<file path="src/rtl/branch_if.sv">
// branch_if: decoder/ALU-side inputs and PC-side outputs of the branch-resolution stage
interface branch_if #(parameter int D = 8, parameter int LW = 4, parameter int CW = 8);
  logic start;
  logic halt;
  logic flag_we;
  logic alu_eq;
  logic alu_gt;
  logic [1:0] br_op;
  logic [LW-1:0] lut_idx;
  logic lut_we;
  logic [LW-1:0] lut_waddr;
  logic [D-1:0] lut_wdata;
  logic reljump_en;
  logic E;
  logic G;
  logic [D-1:0] target;
  logic taken;
  logic done;
  logic [CW-1:0] taken_cnt;
  modport master (
    output start, halt, flag_we, alu_eq, alu_gt, br_op, lut_idx, lut_we, lut_waddr, lut_wdata,
    input reljump_en, E, G, target, taken, done, taken_cnt
  );
  modport slave (
    input start, halt, flag_we, alu_eq, alu_gt, br_op, lut_idx, lut_we, lut_waddr, lut_wdata,
    output reljump_en, E, G, target, taken, done, taken_cnt
  );
endinterface

</file>
<file path="src/rtl/branch_ctrl.sv">
// branch_ctrl: resolves branches from registered ALU flags and a programmable offset table for the PC
module branch_ctrl #(
  parameter int D = 8,
  parameter int LW = 4,
  parameter int CW = 8
) (
  input logic clk,
  input logic reset,
  branch_if.slave bus
);
  localparam logic [1:0] IDLE = 2'd0;
  localparam logic [1:0] RUN = 2'd1;
  localparam logic [1:0] HALT = 2'd2;
  logic [1:0] state;
  logic eq_f, gt_f;
  logic [D-1:0] lut [2**LW];
  logic [CW-1:0] cnt;
  logic run;
  always_ff @(posedge clk or posedge reset) begin
    if (reset) begin
      state <= IDLE;
      eq_f <= 1'b0;
      gt_f <= 1'b0;
      cnt <= '0;
    end else begin
      state <= bus.start ? RUN : (state == RUN && bus.halt) ? HALT : state;
      eq_f <= bus.start ? 1'b0 : bus.flag_we ? bus.alu_eq : eq_f;
      gt_f <= bus.start ? 1'b0 : bus.flag_we ? bus.alu_gt : gt_f;
      cnt <= bus.start ? '0 : (bus.taken && cnt != '1) ? cnt + 1'b1 : cnt;
    end
  end
  // table survives start; only reset clears it
  always_ff @(posedge clk or posedge reset) begin
    if (reset) begin
      for (int i = 0; i < 2**LW; i++) lut[i] <= '0;
    end else if (bus.lut_we) begin
      lut[bus.lut_waddr] <= bus.lut_wdata;
    end
  end
  always_comb begin
    run = state == RUN;
    bus.reljump_en = run && bus.br_op != 2'b00;
    bus.E = run && ((bus.br_op == 2'b01 && eq_f) || bus.br_op == 2'b11);
    bus.G = run && bus.br_op == 2'b10 && gt_f;
    bus.taken = bus.E || bus.G;
    bus.target = bus.reljump_en ? lut[bus.lut_idx] : '0;
    bus.done = state == HALT;
    bus.taken_cnt = cnt;
  end
endmodule

</file>
<file path="src/flat_wrapper.sv">
// flat-port wrapper written by rule: the top's interface ports become plain ports
module branch_ctrl_flat 
#(
  parameter int D = 8,
  parameter int LW = 4,
  parameter int CW = 8
)
  (clk, reset, bus_start, bus_halt, bus_flag_we, bus_alu_eq, bus_alu_gt, bus_br_op, bus_lut_idx, bus_lut_we, bus_lut_waddr, bus_lut_wdata, bus_reljump_en, bus_E, bus_G, bus_target, bus_taken, bus_done, bus_taken_cnt);
  branch_if #(.D(D), .LW(LW), .CW(CW)) bus_i ();
  input logic clk;
  input logic reset;
  input wire logic [$bits(bus_i.start)-1:0] bus_start;
  input wire logic [$bits(bus_i.halt)-1:0] bus_halt;
  input wire logic [$bits(bus_i.flag_we)-1:0] bus_flag_we;
  input wire logic [$bits(bus_i.alu_eq)-1:0] bus_alu_eq;
  input wire logic [$bits(bus_i.alu_gt)-1:0] bus_alu_gt;
  input wire logic [$bits(bus_i.br_op)-1:0] bus_br_op;
  input wire logic [$bits(bus_i.lut_idx)-1:0] bus_lut_idx;
  input wire logic [$bits(bus_i.lut_we)-1:0] bus_lut_we;
  input wire logic [$bits(bus_i.lut_waddr)-1:0] bus_lut_waddr;
  input wire logic [$bits(bus_i.lut_wdata)-1:0] bus_lut_wdata;
  output wire logic [$bits(bus_i.reljump_en)-1:0] bus_reljump_en;
  output wire logic [$bits(bus_i.E)-1:0] bus_E;
  output wire logic [$bits(bus_i.G)-1:0] bus_G;
  output wire logic [$bits(bus_i.target)-1:0] bus_target;
  output wire logic [$bits(bus_i.taken)-1:0] bus_taken;
  output wire logic [$bits(bus_i.done)-1:0] bus_done;
  output wire logic [$bits(bus_i.taken_cnt)-1:0] bus_taken_cnt;
  assign bus_i.start = bus_start;
  assign bus_i.halt = bus_halt;
  assign bus_i.flag_we = bus_flag_we;
  assign bus_i.alu_eq = bus_alu_eq;
  assign bus_i.alu_gt = bus_alu_gt;
  assign bus_i.br_op = bus_br_op;
  assign bus_i.lut_idx = bus_lut_idx;
  assign bus_i.lut_we = bus_lut_we;
  assign bus_i.lut_waddr = bus_lut_waddr;
  assign bus_i.lut_wdata = bus_lut_wdata;
  assign bus_reljump_en = bus_i.reljump_en;
  assign bus_E = bus_i.E;
  assign bus_G = bus_i.G;
  assign bus_target = bus_i.target;
  assign bus_taken = bus_i.taken;
  assign bus_done = bus_i.done;
  assign bus_taken_cnt = bus_i.taken_cnt;
  branch_ctrl #(.D(D), .LW(LW), .CW(CW)) u_core (.clk(clk), .reset(reset), .bus(bus_i));
endmodule
</file>
<file path="config.mk">
export PLATFORM = sky130hd
export DESIGN_NAME = branch_ctrl_flat
export DESIGN_NICKNAME = d
export VERILOG_FILES = /design/src/rtl/branch_if.sv /design/src/rtl/branch_ctrl.sv /design/src/flat_wrapper.sv
export SDC_FILE = /design/constraint.sdc
export NUM_CORES = 1
export LEC_CHECK = 0
export CORE_AREA = 2 2 127 129
export CTS_BUF_LIST = sky130_fd_sc_hd__clkbuf_8
export DETAILED_ROUTE_END_ITERATION = 8
export DIE_AREA = 0 0 129 131
export PLACE_DENSITY_LB_ADDON = 0.12
export SYNTH_ARGS = -nofsm -noshare
export SYNTH_HDL_FRONTEND = slang
export SYNTH_SLANG_ARGS = --single-unit
export TNS_END_PERCENT = 10
</file>
<file path="constraint.sdc">
create_clock -name clk -period 6.7 [get_ports clk]
set_input_delay 1.675 -clock clk [delete_from_list [all_inputs] [get_ports clk]]
set_output_delay 1.675 -clock clk [all_outputs]
set_load 0.005 [all_outputs]
</file>
After elaboration in Yosys (flattened, before gate mapping)
Cells that the tools add are included.
{"block": "totals", "regBits": 140, "elab_cells": 61, "out_inout_bits": 21, "input_bits": 26}
{"block": "classes", "n_addsub": 1, "n_mux": 15, "eq_ne": 6, "n_bitwise": 2, "reduce_logical": 14, "order_cmp": 3}
{"cell": "$bwmux 128", "count": 1}
{"cell": "$mux 8", "count": 6}
{"cell": "$bmux 8 s4", "count": 1}
{"cell": "$demux 8 s4", "count": 1}
{"cell": "$ge 5x5->1 const B", "count": 2}
{"cell": "$not 4->5", "count": 2}
{"cell": "$add 8x1->8 const B", "count": 1}
{"cell": "$logic_and 1x1->1", "count": 8}
{"cell": "$ne 8x8->1 const B", "count": 1}
{"cell": "$reduce_bool 2->1", "count": 4}
{"cell": "$eq 2x2->1 const B", "count": 3}
{"cell": "$lt 5x1->1 const B", "count": 1}
{"cell": "$eq 2x1->1 const B", "count": 2}
{"cell": "$mux 1", "count": 4}
{"cell": "$mux 2", "count": 2}
{"cell": "$logic_or 1x1->1", "count": 2}

Longest topological paths before layout
Gate-level depths: netlist (run 1).
{"block": "depth", "ltp_word": 8, "depth_mapped": 7, "ltp_nobuf": 5}

Worst setup path after synthesis (run 1)
Ideal clock, no wire load.
{"block": "synth_timing", "kind": "input to output", "from": "input bus_lut_idx[1]", "to": "output bus_target[4]", "required_time_ps": 5025, "path_buffers": 2, "arrival_time_ps": 2829, "slack_ps": 2196, "cell_stages": 5, "path_cell_list": "clkbuf_1 -> clkbuf_1 -> mux4_2 -> a32oi_1 -> o211ai_1"}
{"block": "synth_via", "elab_chain_cells": 5}
{"element": "start, declared", "line_no": "flat_wrapper.sv:18", "rtl": "input wire logic [$bits(bus_i.lut_idx)-1:0] bus_lut_idx;"}
{"element": "$not 4->5 (not written as such)", "line_no": "branch_ctrl.sv:46", "rtl": "bus.target = bus.reljump_en ? lut[bus.lut_idx] : '0;"}
{"element": "$bmux 8 s4", "line_no": "branch_ctrl.sv:46"}
{"element": "$mux 8 (not written as such) (2 in series)", "line_no": "branch_ctrl.sv:46"}
{"element": "$mux 8", "line_no": "branch_ctrl.sv:46"}
{"element": "end, declared", "line_no": "flat_wrapper.sv:25", "rtl": "output wire logic [$bits(bus_i.target)-1:0] bus_target;"}
Every way passes these cells. The select of a mux whose other input is x is not followed.

Worst setup path in the final report (run 1)
{"block": "layout_timing", "from": "input bus_lut_idx[2]", "to": "output bus_target[1]"}
The elaborated chain is that of the path after synthesis.

==> flow_summary.json, run 1 <==
{
  "status": "finished, final reports clean",
  "final_antenna_net_count": 0,
  "hp-class": "reg2reg",
  "die_w_um": 129,
  "ys.warnings.count": 0,
  "wl_per_cell_um": 20.4,
  "synthSimpleGateAreaFrac_pct": 6.93,
  "nNetsFinal": 529,
  "route.vias.total": 4008,
  "fmax_mhz": 168,
  "synth-xor-area-share_pct": 0.134,
  "antenna_found_initial": 0,
  "cts_hold_buf": 0,
  "grt_use_total_pct": 19.3,
  "layout_min_cycle_time_ns": 5.94,
  "synth_top_area_share_pct": 53.5,
  "die_y_um": 131,
  "top_level_ports": 47,
  "fp-row-count": 46,
  "cts_tree": "yes",
  "finalPower_mw": 2.22,
  "synthArstFlopShare_pct": 100,
  "drt_iter0_markers": 226,
  "worstPathArrival_ns": 4.26,
  "fin_area_sq_um": 7580,
  "antenna_cells": 0,
  "grt_first_pass_wirelength_um": 23900,
  "clk_pin_slew_worst_paths_ns": 0.07,
  "dpl.hpwl_um": 10200,
  "synth-edff-count": 0,
  "ys_seq_area_share_pct": 53.5,
  "hold_viol": 0,
  "cts-root-buf": "clkbuf_8",
  "final_max_slew_viol_count": 0,
  "synthAdderAreaFrac_pct": 0.191,
  "clock_latency_ns": 0.43,
  "core_sq_um": 15600,
  "post-place-ws_ns": 0.871,
  "grt_pass1_vias": 4252,
  "crit_type": "in2out",
  "dr.pass1.iters": 4,
  "area_growth_pct": 15.7,
  "portBuffers": 46,
  "worstPathRequired_ns": 5.03,
  "htreeDepth": 4,
  "rsz0062_at_grt": "no",
  "irDropWorstVdd_uv": 212,
  "relSlewSlack_pct": 34.4,
  "fin_skew_ns": 0.00201,
  "startpoint_type": "input port",
  "synth_top_family_by_area": "multiplexers",
  "synth_top_cells_by_area": "dfrtp_1, mux2_2, mux4_2, mux2i_1, clkbuf_1",
  "clockBufferDepth": 2,
  "cts_setup_buffers": 0,
  "tns_ns": 0,
  "numCtsBuffers": 17,
  "dieArea_sq_um": 16900,
  "syn-mean-instance-area_sq_um": 14.2,
  "synth_area_sq_um": 6550,
  "cts.sink_count": 140,
  "synth_ff_type": "dfrtp_1",
  "worstPathMaxFanout": 20,
  "powerDensity_nw_per_um2": 293,
  "maxCapViolCount": 0,
  "drc": 0,
  "drive_gt1_share_pct": 38.5,
  "synth-compound-area-share_pct": 3.34,
  "gp_congestion": 0.793,
  "whs_ns": 0.503,
  "grt_overflow": 0,
  "synth_nets": 487,
  "worst_pin_slew_ns": 0.980,
  "fin_ws_ns": 0.764,
  "worst_setup_path_end_kind": "output pin",
  "setup_viol": 0,
  "syn_inst": 460,
  "cts_resized": 0,
  "hold_depth": 1,
  "avgViaCountPerCell": 5.49,
  "r2r_cells": 5,
  "synth-seq-cells": 140,
  "period_share_pct": 88.6,
  "placed_cell_area_sq_um": 7170,
  "synthMuxAreaShare_pct": 33.5,
  "synth_cell_types": 36,
  "leakagePower_nw": 3.14,
  "initial_utilization_pct": 42.0,
  "grt_max_degree": 100,
  "wirelength_um": 14900,
  "yosys.area.top_type": "dfrtp_1"
}
==> synthesized netlist by cell type (2+ instances only) <==
cell type / instances
or4_1: 2
nand4_1: 8
mux2i_1: 17
nor2_2: 6
nand3b_1: 4
nand2_1: 19
inv_1: 2
buf_6: 5
mux2_2: 130
dfrtp_1: 140
and3_1: 3
a32oi_1: 7
or3_1: 6
nor2b_1: 2
clkbuf_1: 21
nand2b_1: 4
nor2_1: 14
nor3_1: 2
o211ai_1: 7
o21ai_0: 4
a21oi_1: 7
nand3_1: 11
o31ai_1: 2
mux4_2: 25
==> per-layer routing <==
metal | up-vias | track usage, % | wire length (um)
li1 | 1817 | - | -
met1 | 2105 | 25.0 | 6660
met2 | 76 | 32.4 | 7380
met3 | 10 | 4.89 | 720
met4 | 0 | 5.50 | 150
met5 | - | 0 | 0
==> sequential cells by signal (all words and copies together) (netlist names) <==
signal,count
u_core.bus.taken_cnt,8
u_core.eq_f,1
u_core.gt_f,1
u_core.lut,128
u_core.state,2
==> through the flow <==
step / util [%] / instances
floorplan: - / 460
global placement: 46.0 / 699
detailed placement: 46.0 / 699
CTS: 48.6 / 730
global route: 48.6 / 730
finish: 48.6 / 730
==> final cells by class <==
| class | instances | area, sq um |
|---|---|---|
| Clock inverter | 8 | 91.3 |
| Timing Repair Buffer | 51 | 493 |
| Inverter | 2 | 12.5 |
| Multi-Input combinational cell | 290 | 2890 |
| Fill cell | 1398 | 8020 |
| Sequential cell | 140 | 3500 |
| Clock buffer | 23 | 317 |
| Tap cell | 216 | 270 |
==> kinds of logic (layout without fill, tap and decap cells) <==
kind of cell / count (synthesis) / count (layout)
adders and majority gates: 1 / 1
xor gates and xnor gates: 1 / 1
and+or+nand+nor: 85 / 85
AOI/OAI and AO/OA: 31 / 31
buffers and inverters: 30 / 84
DFF: 140 / 140
muxes: 172 / 172
==> path summary, 6_finish.rpt <==
kind / startpoint / endpoint / slack, ns
hold reg to reg: u_core.lut[100] / u_core.lut[100] / 0.50
setup reg to reg: u_core.bus.taken_cnt[0] / u_core.bus.taken_cnt[5] / 4.62
min in group asynchronous: reset / u_core.lut[28] / 1.81
setup / recovery: bus_lut_idx[2] / bus_target[1] / 0.76
max in group asynchronous: reset / u_core.lut[124] / 3.77
hold / removal: u_core.lut[100] / u_core.lut[100] / 0.50
==> worst max-delay path, cell delays in order <==
cell and delay [ns]:
clkdlybuf4s50_1 0.83, nor2b_1 0.65, nand2_1 0.17, a32oi_1 0.27, o211ai_1 0.15, clkdlybuf4s50_1 0.51
==> report_power, final <==
part,internal (mW),leakage [nW],switching [mW]
registers,1.03,1.73,0.0859
clock network,0.384,0.214,0.307
logic,0.253,1.19,0.163
==> cell usage in the layout, fill, tap and decap left out, types with 2 or more instances in the layout <==
cell             netlist  routed
mux2_2               130     130
or3_1                  6       6
bufinv_16              0       2
mux2i_1               17      17
o21ai_0                4       4
buf_4                  1       5
a21oi_1                7       7
o211ai_1               7       7
nor2_2                 6       6
nor2_1                14      14
nor3_1                 2       2
a32oi_1                7       7
and3_1                 3       3
nand3b_1               4       4
nand3_1               11      11
nand4_1                8       8
o31ai_1                2       2
clkbuf_8               0      23
mux4_2                25      25
clkinvlp_4             0       2
nand2_1               19      19
dfrtp_1              140     140
clkdlybuf4s50_1        0      45
or4_1                  2       2
nor2b_1                2       2
inv_1                  2       4
nand2b_1               4       4
Note: power is estimated with default switching activity, not from simulation.
==> run 2, diff against run 1 <==
--- a/config.mk
+++ b/config.mk
@@ -5,6 +5,7 @@
 export SDC_FILE = /design/constraint.sdc
 export NUM_CORES = 1
 export LEC_CHECK = 0
+export CAP_MARGIN = 10
 export CORE_AREA = 2 2 127 129
 export CTS_BUF_LIST = sky130_fd_sc_hd__clkbuf_8
 export DETAILED_ROUTE_END_ITERATION = 8
==> results of run 2 <==
Final layout, timing and power as in run 1 (identical DEF).
==> run 3, diff against run 2 <==
==> constraint.sdc (replaced) <==
create_clock -name clk -period 5.1 [get_ports clk]
set_input_delay 1.275 -clock clk [delete_from_list [all_inputs] [get_ports clk]]
set_output_delay 1.275 -clock clk [all_outputs]
set_load 0.005 [all_outputs]
==> run 3 against run 2 <==
Against the previous run: clock skew up 0.0010 ns; flip-flop and latch count unchanged; design area grew 1.2%; cell count is 0.41% higher; worst hold slack better by 0.0063 ns; via count shrank 0.60%; count of clock-buffer cells in the layout down 6; clock power increased by 53%; critical endpoint is now bus_target[2].
==> flow_summary.json, run 3 (synthesized netlist as in run 1, its figures left out) <==
{
  "status": "finished, final reports clean",
  "finalPower_mw": 3.06,
  "tns_ns": 0,
  "grt_first_pass_wirelength_um": 23400,
  "period_share_pct": 92.4,
  "cts_tree": "yes",
  "cp_num_buf_inv": 2,
  "area_growth_pct": 17.1,
  "grt_pass1_vias": 4274,
  "fp-row-count": 46,
  "switching_share_pct": 25.8,
  "largest_reg_flops": 128,
  "rsz0062_at_grt": "no",
  "htreeDepth": 4,
  "dp.cells": 701,
  "grt_use_total_pct": 18.7,
  "powerDensity_nw_per_um2": 400,
  "post-place-ws_ns": 0.402,
  "num-fill-cells": 1381,
  "relSlewSlack_pct": 33.3,
  "dr.pass1.iters": 4,
  "mostFrequentLayoutCells": "dfrtp_1, mux2_2, clkdlybuf4s50_1",
  "clock_latency_ns": 0.45,
  "grt_overflow": 0,
  "drt_iter0_markers": 176,
  "core_sq_um": 15600,
  "cp_top_family": "buffers and inverters",
  "leakagePower_nw": 3.17,
  "cpPeakStageDelay_ns": 0.56,
  "worstPathArrival_ns": 3.44,
  "top_level_ports": 47,
  "p_switching_mw": 0.790,
  "hold_viol": 0,
  "startpoint_type": "input port",
  "layout_commonest_cell": "dfrtp_1",
  "p_seq_share_pct": 47.8,
  "clk_pin_slew_worst_paths_ns": 0.08,
  "cts.sink_count": 140,
  "fmax_mhz": 212,
  "fin_skew_ns": 0.00305,
  "fin_ws_ns": 0.387,
  "path_common_cell": "clkdlybuf4s50_1",
  "cp_slowest_cell": "clkdlybuf4s50_1",
  "pwr-share-comb_pct": 17.6,
  "numCtsBuffers": 17,
  "grt_max_degree": 104,
  "drc": 0,
  "initial_utilization_pct": 42.0,
  "cts_setup_buffers": 0,
  "p_clk_share_pct": 34.5,
  "drive_gt1_share_pct": 39.5,
  "dieArea_sq_um": 16900,
  "gp_congestion": 0.777,
  "nNetsFinal": 531,
  "worstPathMaxFanout": 7,
  "worst_pin_slew_ns": 0.997,
  "worstPathRequired_ns": 3.83,
  "final_max_slew_viol_count": 0,
  "cts-root-buf": "clkbuf_8",
  "wl_per_cell_um": 19.7,
  "top_register": "u_core.lut",
  "setup_viol": 0,
  "cts_hold_buf": 0,
  "clockBufferDepth": 2,
  "final_antenna_net_count": 0,
  "wirelength_um": 14400,
  "die_w_um": 129,
  "cts_resized": 0,
  "maxCapViolCount": 0,
  "dpl.hpwl_um": 10000,
  "internal_power_mw": 2.27,
  "antenna_found_initial": 0,
  "die_y_um": 131,
  "route.vias.total": 3984,
  "portBuffers": 46,
  "fin_cells": 733,
  "worst_setup_path_end_kind": "output pin",
  "antenna_cells": 0,
  "layout_min_cycle_time_ns": 4.71,
  "irDropWorstVdd_uv": 223,
  "path_cells": "clkdlybuf4s50_1 > nor2b_1 > nand2_1 > a32oi_1 > o211ai_1 > clkdlybuf4s50_1",
  "crit_type": "in2out",
  "hp-class": "reg2reg",
  "avgViaCountPerCell": 5.44
}
==> run 3: cell type report <==
cell class / instances / area [sq um] / area share, %
clock buffer: 17 / 234 / 3.05
clock inverter: 15 / 236 / 3.08
inverter: 2 / 12.5 / 0.163
multi-input combinational: 290 / 2890 / 37.7
sequential: 140 / 3500 / 45.7
tap: 216 / 270 / 3.52
timing repair buffer: 53 / 520 / 6.79
==> run 3: per-stage QoR <==
| stage | hold slack (ns) | area (sq um) | utilization, % |
|---|---|---|---|
| after floorplan | 0.474 | 6550 | - |
| after global placement | 0.483 | 7200 | 46.1 |
| after detailed placement | 0.490 | 7200 | 46.1 |
| after CTS | 0.509 | 7670 | 49.2 |
| after global routing | 0.520 | 7670 | 49.2 |
| final | 0.509 | 7670 | 49.2 |
==> run 3: power groups by stage <==
stage	clock (mW)	combinational, mW	sequential [mW]
2_1_floorplan	0	0.417	1.44
3_3_place_gp	0	0.537	1.48
3_5_place_dp	0	0.551	1.49
4_1_cts	1.09	0.553	1.47
5_1_grt	1.14	0.592	1.50
6_report	1.06	0.540	1.47
==> run 3: routing by layer <==
metal | global-route usage, % | wire (um) | part of all wire (%) | vias up
met2 | 31.0 | 7130 | 49 | 64
met1 | 24.3 | 6590 | 46 | 2091
met3 | 4.48 | 509 | 3.5 | 17
li1 | - | - | - | 1812
met4 | 6.52 | 194 | 1.3 | 0
met5 | 0 | 0 | 0 | -
==> run 3: final timing paths <==
check / start / to / slack, ns / cells after the start
worst min register to register: u_core.lut[25] / u_core.lut[25] / 0.51 / 1
worst max register to register: u_core.bus.taken_cnt[0] / u_core.bus.taken_cnt[5] / 3.02 / 5
min in group asynchronous: reset / u_core.lut[36] / 1.38 / 2
worst min-delay path: u_core.lut[25] / u_core.lut[25] / 0.51 / 1
max in group asynchronous: reset / u_core.lut[114] / 2.82 / 3
worst max-delay path: bus_lut_idx[2] / bus_target[2] / 0.39 / 6
